===== config.mk =====
export PLATFORM = sky130hd
export DESIGN_NAME = branch_resolve_queue
export DESIGN_NICKNAME = d
export VERILOG_FILES = /design/src/rtl/branch_resolve_queue.sv
export SDC_FILE = /design/constraint.sdc
export NUM_CORES = 1
export LEC_CHECK = 0
export BUFFER_PORTS_ARGS = -buffer_cell sky130_fd_sc_hd__buf_2
export CAP_MARGIN = 0
export CORE_MARGIN = 8
export CORE_UTILIZATION = 50
export DETAILED_ROUTE_END_ITERATION = 7
export MAX_ROUTING_LAYER = met4
export PLACE_DENSITY = 0.81
export SYNTH_ARGS = -nofsm -noshare
export SYNTH_HDL_FRONTEND = slang
export SYNTH_SLANG_ARGS = --single-unit
export TNS_END_PERCENT = 100

===== constraint.sdc =====
create_clock -name i_clk -period 2.8 [get_ports i_clk]
set_input_delay 0.28 -clock i_clk [delete_from_list [all_inputs] [get_ports i_clk]]
set_output_delay 0.28 -clock i_clk [all_outputs]
set_load 0.02 [all_outputs]

===== src/rtl/branch_resolve_queue.sv =====
// branch_resolve_queue: in-order tracker for conditional branches between fetch
// and execute. It stores the predicted direction, the 4-bit predictor index and
// the alternate-path PC for each branch. On resolution it emits a one-cycle
// predictor training pulse. On a misprediction it emits a one-cycle flush with
// the redirect PC, and it discards every queued entry.
// Optional feature: define BRQ_STATS_EN to add saturating branch and mispredict
// counters (o_stat_branches, o_stat_mispredicts).
// Instruction bits are numbered MSB-first in the architectural description.
// Architectural bits 0..5 (opcode) map to [31:26]. Bits 28..31 (index) map to [3:0].

module branch_resolve_queue #(
    parameter int unsigned DEPTH = 4,
    parameter int unsigned PTR_W = 2
) (
    input  logic        i_clk,
    input  logic        i_rst_n,
    input  logic        i_fetch_valid,
    input  logic [31:0] i_fetch_instr,
    input  logic        i_fetch_pred,
    input  logic [31:0] i_fetch_alt_pc,
    input  logic        i_resolve_valid,
    input  logic        i_resolve_taken,
    output logic        o_stall,
    output logic        o_update_valid,
    output logic [3:0]  o_update_index,
    output logic [1:0]  o_pred_actual,
    output logic        o_flush,
    output logic [31:0] o_redirect_pc,
`ifdef BRQ_STATS_EN
    output logic [15:0] o_stat_branches,
    output logic [15:0] o_stat_mispredicts,
`endif
    output logic        o_underflow
);

    localparam int unsigned CNT_W = PTR_W + 1;
    localparam logic [CNT_W-1:0] CNT_FULL = CNT_W'(DEPTH);

    typedef struct packed {
        logic        pred;
        logic [3:0]  idx;
        logic [31:0] alt_pc;
    } brq_entry_t;

    brq_entry_t       r_mem [DEPTH];
    logic [PTR_W-1:0] r_wr_ptr;
    logic [PTR_W-1:0] r_rd_ptr;
    logic [CNT_W-1:0] r_count;

    logic       w_is_branch;
    logic       w_pop;
    logic       w_mispredict;
    logic       w_push;
    logic       w_empty_resolve;
    brq_entry_t w_head;
    logic       w_unused_instr;

    // Only the opcode and the predictor index fields of the instruction are used.
    assign w_unused_instr = ^i_fetch_instr[25:4];

    // Decode the branch. Mispredict discards the same-cycle push, which is wrong-path.
    assign w_is_branch     = i_fetch_valid &&
                             ((i_fetch_instr[31:26] == 6'b100010) ||
                              (i_fetch_instr[31:26] == 6'b100011));
    assign w_head          = r_mem[r_rd_ptr];
    assign w_pop           = i_resolve_valid && (r_count != '0);
    assign w_empty_resolve = i_resolve_valid && (r_count == '0);
    assign w_mispredict    = w_pop && (w_head.pred != i_resolve_taken);
    assign w_push          = w_is_branch && (r_count != CNT_FULL) && !w_mispredict;
    assign o_stall         = (r_count == CNT_FULL);

    // Entry storage. It is not reset because count gates every read.
    always_ff @(posedge i_clk) begin
        if (w_push) begin
            r_mem[r_wr_ptr] <= '{pred: i_fetch_pred, idx: i_fetch_instr[3:0],
                                 alt_pc: i_fetch_alt_pc};
        end
    end

    // Update the pointers and the count. A mispredict empties the queue by aligning the read pointer to the write pointer.
    always_ff @(posedge i_clk or negedge i_rst_n) begin
        if (!i_rst_n) begin
            r_wr_ptr <= '0;
            r_rd_ptr <= '0;
            r_count  <= '0;
        end else if (w_mispredict) begin
            r_rd_ptr <= r_wr_ptr;
            r_count  <= '0;
        end else begin
            if (w_push) begin
                r_wr_ptr <= r_wr_ptr + PTR_W'(1);
            end
            if (w_pop) begin
                r_rd_ptr <= r_rd_ptr + PTR_W'(1);
            end
            r_count <= r_count + CNT_W'(w_push) - CNT_W'(w_pop);
        end
    end

    // Register the training pulse, the flush and the redirect PC, plus the sticky underflow flag.
    always_ff @(posedge i_clk or negedge i_rst_n) begin
        if (!i_rst_n) begin
            o_update_valid <= 1'b0;
            o_update_index <= 4'd0;
            o_pred_actual  <= 2'b00;
            o_flush        <= 1'b0;
            o_redirect_pc  <= 32'd0;
            o_underflow    <= 1'b0;
        end else begin
            o_update_valid <= w_pop;
            o_update_index <= w_pop ? w_head.idx : 4'd0;
            o_pred_actual  <= w_pop ? {w_head.pred, i_resolve_taken} : 2'b00;
            o_flush        <= w_mispredict;
            o_redirect_pc  <= w_mispredict ? w_head.alt_pc : 32'd0;
            o_underflow    <= o_underflow | w_empty_resolve;
        end
    end

`ifdef BRQ_STATS_EN
    // Saturating counters for resolved branches and for mispredicted branches.
    always_ff @(posedge i_clk or negedge i_rst_n) begin
        if (!i_rst_n) begin
            o_stat_branches    <= 16'd0;
            o_stat_mispredicts <= 16'd0;
        end else begin
            if (w_pop && (o_stat_branches != 16'hFFFF)) begin
                o_stat_branches <= o_stat_branches + 16'd1;
            end
            if (w_mispredict && (o_stat_mispredicts != 16'hFFFF)) begin
                o_stat_mispredicts <= o_stat_mispredicts + 16'd1;
            end
        end
    end
`endif

endmodule


[After elaboration in Yosys (flattened, before gate mapping)]
Memories as Yosys holds them, arrays and structs flattened.
Cells that the tools add are included.
Word-level totals
  flip-flop bits (word level): 48
  memory bits (writable): 148
  bits of input ports: 70
  word-level logic and storage cells: 41
  memories: 1
Operators by class
  $add $sub $neg: 4
  equal/unequal tests: 5
  mux-type cells: 8
  bitwise logic cells: 2
  reduce and logical (&&, ||, !) cells: 12
Memory list
  r_mem: words 4, width 37, rd ports 1, clocked after memory_dff 0, write ports 1, RTL line 45  | brq_entry_t r_mem [DEPTH];
Operators by type and width (number)
  $mux W32: 1
  $eq A6 B6 Y1 const B: 2
  $logic_and A1 B1 Y1: 6
  $mux W2: 3
  $add A2 B1 Y2 const B: 2
  $mux W4: 1
  $add A3 B1 Y3: 1
  $eq A3 B3 Y1 const B: 1
  $logic_not A3 Y1: 1
  $mux W3: 1
  $ne A3 B3 Y1 const B: 1
  $reduce_bool A3 Y1: 1
  $sub A3 B1 Y3: 1
  $mux W1: 2
  $reduce_and A2 Y1: 1
  $reduce_bool A2 Y1: 1
  $logic_not A1 Y1: 1
  $logic_or A1 B1 Y1: 1
  $ne A1 B1 Y1: 1
  $not A1 Y1: 1
  $or A1 B1 Y1: 1

[Logic depth before layout (Yosys ltp)]
  depth in word-level cells: 8
  gate-level depth with buffers: 13

[Least setup slack after synthesis]
OpenSTA, ideal clock, no wires.
  path type: register to register
  from: reg r_rd_ptr[0]
  to: mem r_mem[2][0] in the netlist's numbering (enable)
  setup time: 0.398 ns
  arrival time: 2.508 ns
  data required time: 2.402 ns
  setup slack: -0.106 ns
  cell stages (with the launch flop): 6
  period minus slack after synthesis: 2.906 ns
  path through: dfrtp_1 -> clkbuf_2 -> mux4_2 -> xor2_2 -> a211oi_4 -> and2_1
Between the ends
  word-level cells in the longest chain between the ends: 7
Ends and longest elaborated chain
  from (decl): RTL line 47  | logic [PTR_W-1:0] r_rd_ptr;
  from (signal assigned): RTL line 87  | r_rd_ptr <= r_wr_ptr;
  from (signal assigned): RTL line 94  | r_rd_ptr <= r_rd_ptr + PTR_W'(1);
  $mem_v2 Z4 W37
  $ne A1 B1 Y1: RTL line 68  | assign w_mispredict = w_pop && (w_head.pred != i_resolve_taken);
  $logic_and A1 B1 Y1: RTL line 68
  $logic_not A1 Y1: RTL line 69  | assign w_push = w_is_branch && (r_count != CNT_FULL) && !w_mispredict;
  $logic_and A1 B1 Y1: RTL line 69
  $mux W1: RTL line 74  | if (w_push) begin
  $mux W1 (not written as such): RTL line 75  | r_mem[r_wr_ptr] <= '{pred: i_fetch_pred, idx: i_fetch_instr[3:0],
  to (decl): RTL line 45
No other way between the ends.

[Worst setup path after layout]
  from: reg r_rd_ptr[0]
  to: reg r_count[2]
Between the ends
  word-level cells in the longest chain between the ends: 8
Ends and longest elaborated chain
  $mem_v2 Z4 W37 *
  $ne A1 B1 Y1 *: RTL line 68
  $logic_and A1 B1 Y1 *: RTL line 68
  $logic_not A1 Y1: RTL line 69
  $logic_and A1 B1 Y1: RTL line 69
  $add A3 B1 Y3: RTL line 96  | r_count <= r_count + CNT_W'(w_push) - CNT_W'(w_pop);
  $sub A3 B1 Y3: RTL line 96
  $mux W3 *: RTL line 86  | end else if (w_mispredict) begin
  to (signal assigned): RTL line 96
  to (decl): RTL line 48  | logic [CNT_W-1:0] r_count;
Every way passes the cells marked *; elsewhere a longest branch is shown, timed or not.
A chain may end at the register's enable or synchronous reset.

==> run summary <==
- result of the run: finished clean
- crit start category: flip-flop
- combined area of the multi-input logic cells: 1410 µm²
- relative contribution of combinational cells to total power: 0.242
- Inserted Clock Buffers: 17
- sequential share of power: 0.454
- die width: 135 µm
- proportion of layout cells with a drive suffix above 1: 0.397
- termination of the worst setup path: r_count[2]
- critical register-to-register path endpoint: r_count[2]
- Reg2Reg Launch Point: r_rd_ptr[0]
- TritonCTS clock tree: built
- Clock Pin Slew Worst Setup and Hold Paths: 0.06 ns
- internal power consumption: 5.55 mW
- total DRC errors in the routed layout: 0
- type of the tightest min-delay check: input port to flip-flop
- worst setup path start: r_rd_ptr[0]
- Syn Nets: 407
- H-Tree Level Count: 4
- Data arrival, critical path: 3.10 ns
- Clk Latency, worst-skew pair: 0.43 ns
- number of vias per cell: 5.38
- Hold Path Cell Cnt: 1
- Worst Path Max Fanout: 2
- initial core utilization: 0.513
- share of power burned in the clock network: 0.304
- TritonCTS sink count: 196
- maximum count of clock buffers along a single path: 2
- FF+latch count, synth: 196
- Synth cell types: 28
- final worst path period share: 0.994
- first-pass GRT wire length: 20800 µm
- Critical Path RT: 3.12 ns
- worst-margin pin slew: 0.759 ns
- DRT Wirelength: 13200 µm
- Layout Skew: 0.00776 ns
- average wire length per cell after detail routing: 20.8 µm
- instance count of the mapped netlist: 330
- mean instance size in the synthesized netlist: 21.6 µm²
- setup TNS after final layout: 0 ns
- fraction of the yosys area taken by sequential cells: 0.793
- number of antenna-violating nets in the routed design: 0
- DR pass1 iterations: 4
- count of cells along the worst register-to-register path: 12
- weighted congestion reported at the end of routability-driven placement: 0.690
- share of flip-flops with an asynchronous set or reset after synthesis: 0.245
- Seq. cell area: 5650 µm²
- power spent charging and discharging nets: 2.09 mW
- largest net degree at the start of global routing: 43
- reg-to-reg slack, setup: 0.02 ns
- count of endpoints failing setup in the final report: 0
- number of violations of the max-capacitance limit: 0
- highest clock rate: 359 MHz
- EDFF count, synth: 148
- dpl hpwl: 7890 µm
- Period minus WS final: 2.78 ns
- setup repair after global routing missed its margin: yes
- initial DRC count: 230
- most used flip-flop cell after synthesis: sky130_fd_sc_hd__edfxtp_1
- most common library cell in the layout ignoring fill and taps: sky130_fd_sc_hd__edfxtp_1
- Die Footprint: 18300 µm²
- leakage power: 3.30 nW
- final max-slew violation count: 0
- height of the die: 135 µm
- number of antenna violations at the first check in global routing: 3
- CP Capture Type: flip-flop
- switching fraction of total power: 0.274
- peak supply drop: 0.000428 V
- top library cells by usage in the layout, fill and taps aside: 148 x sky130_fd_sc_hd__edfxtp_1, 88 x sky130_fd_sc_hd__buf_2, 46 x sky130_fd_sc_hd__dfrtp_1, 37 x sky130_fd_sc_hd__mux4_2, 32 x sky130_fd_sc_hd__and3_1
- number of vias in the routed layout: 3411
- number of I/O port buffers: 88
- Root Buffer: sky130_fd_sc_hd__clkbuf_16
- worst relative slew slack: 0.494
- total power consumption of the routed design: 7.64 mW
- overall track demand over capacity in global routing: 0.159
- standard-cell rows: 43
- Ys Warns: 0
- GR Overflow Total: 0
- power density over cell area: 904 nW/µm²
- standard cell core area: 13900 µm²
- area added between synthesis and finish: 18.8%
- net count reported at finish: 515
- classification of the worst setup path: flip-flop to flip-flop
- total of fill cells in the finished design: 1005
- I/O pin total: 112
- number of hold violations in the final report: 0
- post-synthesis instance area: 7120 µm²
- number of global-route vias before repair: 3682
layer usage:
layer,global-route usage,share of wire
met1,0.201,0.43
met2,0.236,0.49
met4,0.0524,0.011
met5,-,0
met3,0.0571,0.067
cells in the mapped netlist (all sizes together) (3+ instances only):
library cell,number,area share
edfxtp,148,0.62
dfrtp,48,0.17
mux4,37,0.12
and3,32,0.028
clkbuf,13,0.0070
and2,11,0.0097
inv,7,0.0037
ha,6,0.011
nor2,4,0.0021
buf,3,0.0018
xnor2,3,0.0037
xor2,3,0.0047
cells by family (layout without fill, tap and decap cells):
kind of cell | Yosys count | in the layout | share of synthesized area
flops | 196 | 196 | 0.793
simple gates | 56 | 56 | 0.0471
mux | 38 | 38 | 0.119
buf+inv | 23 | 144 | 0.0125
fa+ha+maj | 7 | 7 | 0.0134
xor+xnor | 6 | 6 | 0.00844
compound gates | 4 | 4 | 0.00668
other cells | 0 | 3 | 0
metrics by stage:
step | std cells | hold WS (ns) | utilization | cell area (µm²) | setup slack [ns]
after floorplan | 330 | -0.0156 | - | 7130 | -0.0603
after global placement | 597 | 0.262 | 0.566 | 7860 | 0.0816
after detailed placement | 597 | 0.268 | 0.566 | 7860 | -0.00832
after CTS | 631 | 0.0449 | 0.609 | 8450 | -0.0372
after global routing | 634 | 0.0425 | 0.609 | 8460 | -0.0883
final | 634 | 0.0658 | 0.609 | 8460 | 0.0180
power by group through the flow:
stage,clock [mW],sequential [mW],combinational [mW]
after detailed placement,0,3.53,1.88
after CTS,2.37,3.47,1.90
after floorplan,0,3.74,1.10
after global placement,0,3.52,1.85
after global routing,2.47,3.49,2.03
final,2.32,3.47,1.85
worst max-delay path: stages, from the launching register on:
cell                       delay [ns]
sky130_fd_sc_hd__dfrtp_4         0.42
sky130_fd_sc_hd__mux4_2          0.57
sky130_fd_sc_hd__xor2_4          0.19
sky130_fd_sc_hd__a211oi_4        0.21
sky130_fd_sc_hd__inv_1           0.07
sky130_fd_sc_hd__ha_1            0.26
sky130_fd_sc_hd__inv_1           0.06
sky130_fd_sc_hd__ha_1            0.14
sky130_fd_sc_hd__inv_1           0.06
sky130_fd_sc_hd__fa_2            0.33
sky130_fd_sc_hd__xor2_1          0.17
sky130_fd_sc_hd__xnor2_1         0.14
sky130_fd_sc_hd__nor2_1          0.06
flip-flops by register name, indices dropped and copies added (netlist names):
| register | cells |
|---|---|
| o_flush | 1 |
| o_pred_actual | 2 |
| o_redirect_pc | 32 |
| o_underflow | 1 |
| o_update_index | 4 |
| o_update_valid | 1 |
| r_count | 3 |
| r_mem | 148 |
| r_rd_ptr | 2 |
| r_wr_ptr | 2 |
cell type report:
cell class / count / area share
clock buffer: 23 / 0.0553
timing repair buffer: 105 / 0.0675
inverter: 7 / 0.00311
multi-input combinational: 111 / 0.166
sequential: 196 / 0.668
tap: 180 / 0.0266
antenna: 3 / 0.000888
clock inverter: 9 / 0.0123
worst min-delay path by stage:
stage                       from           endpoint  slack [ns]
6_report       i_fetch_alt_pc[0]        r_mem[3][0]        0.07
5_1_grt        i_fetch_alt_pc[6]        r_mem[3][6]        0.04
4_1_cts        i_fetch_alt_pc[0]        r_mem[1][0]        0.04
3_5_place_dp             i_rst_n  o_redirect_pc[31]        0.27
3_3_place_gp             i_rst_n  o_redirect_pc[31]        0.26
2_1_floorplan            i_rst_n            o_flush       -0.02
what timing repair did:
item                                    4_1_cts  5_1_grt
hold buffers                                  1        0
resized for setup                             1        0
endpoints found under the setup margin        1        1
setup buffers                                 1        0
pin swaps                                     2        2
hold endpoints to repair                     17        0
Power figures use the tool's default switching activity.
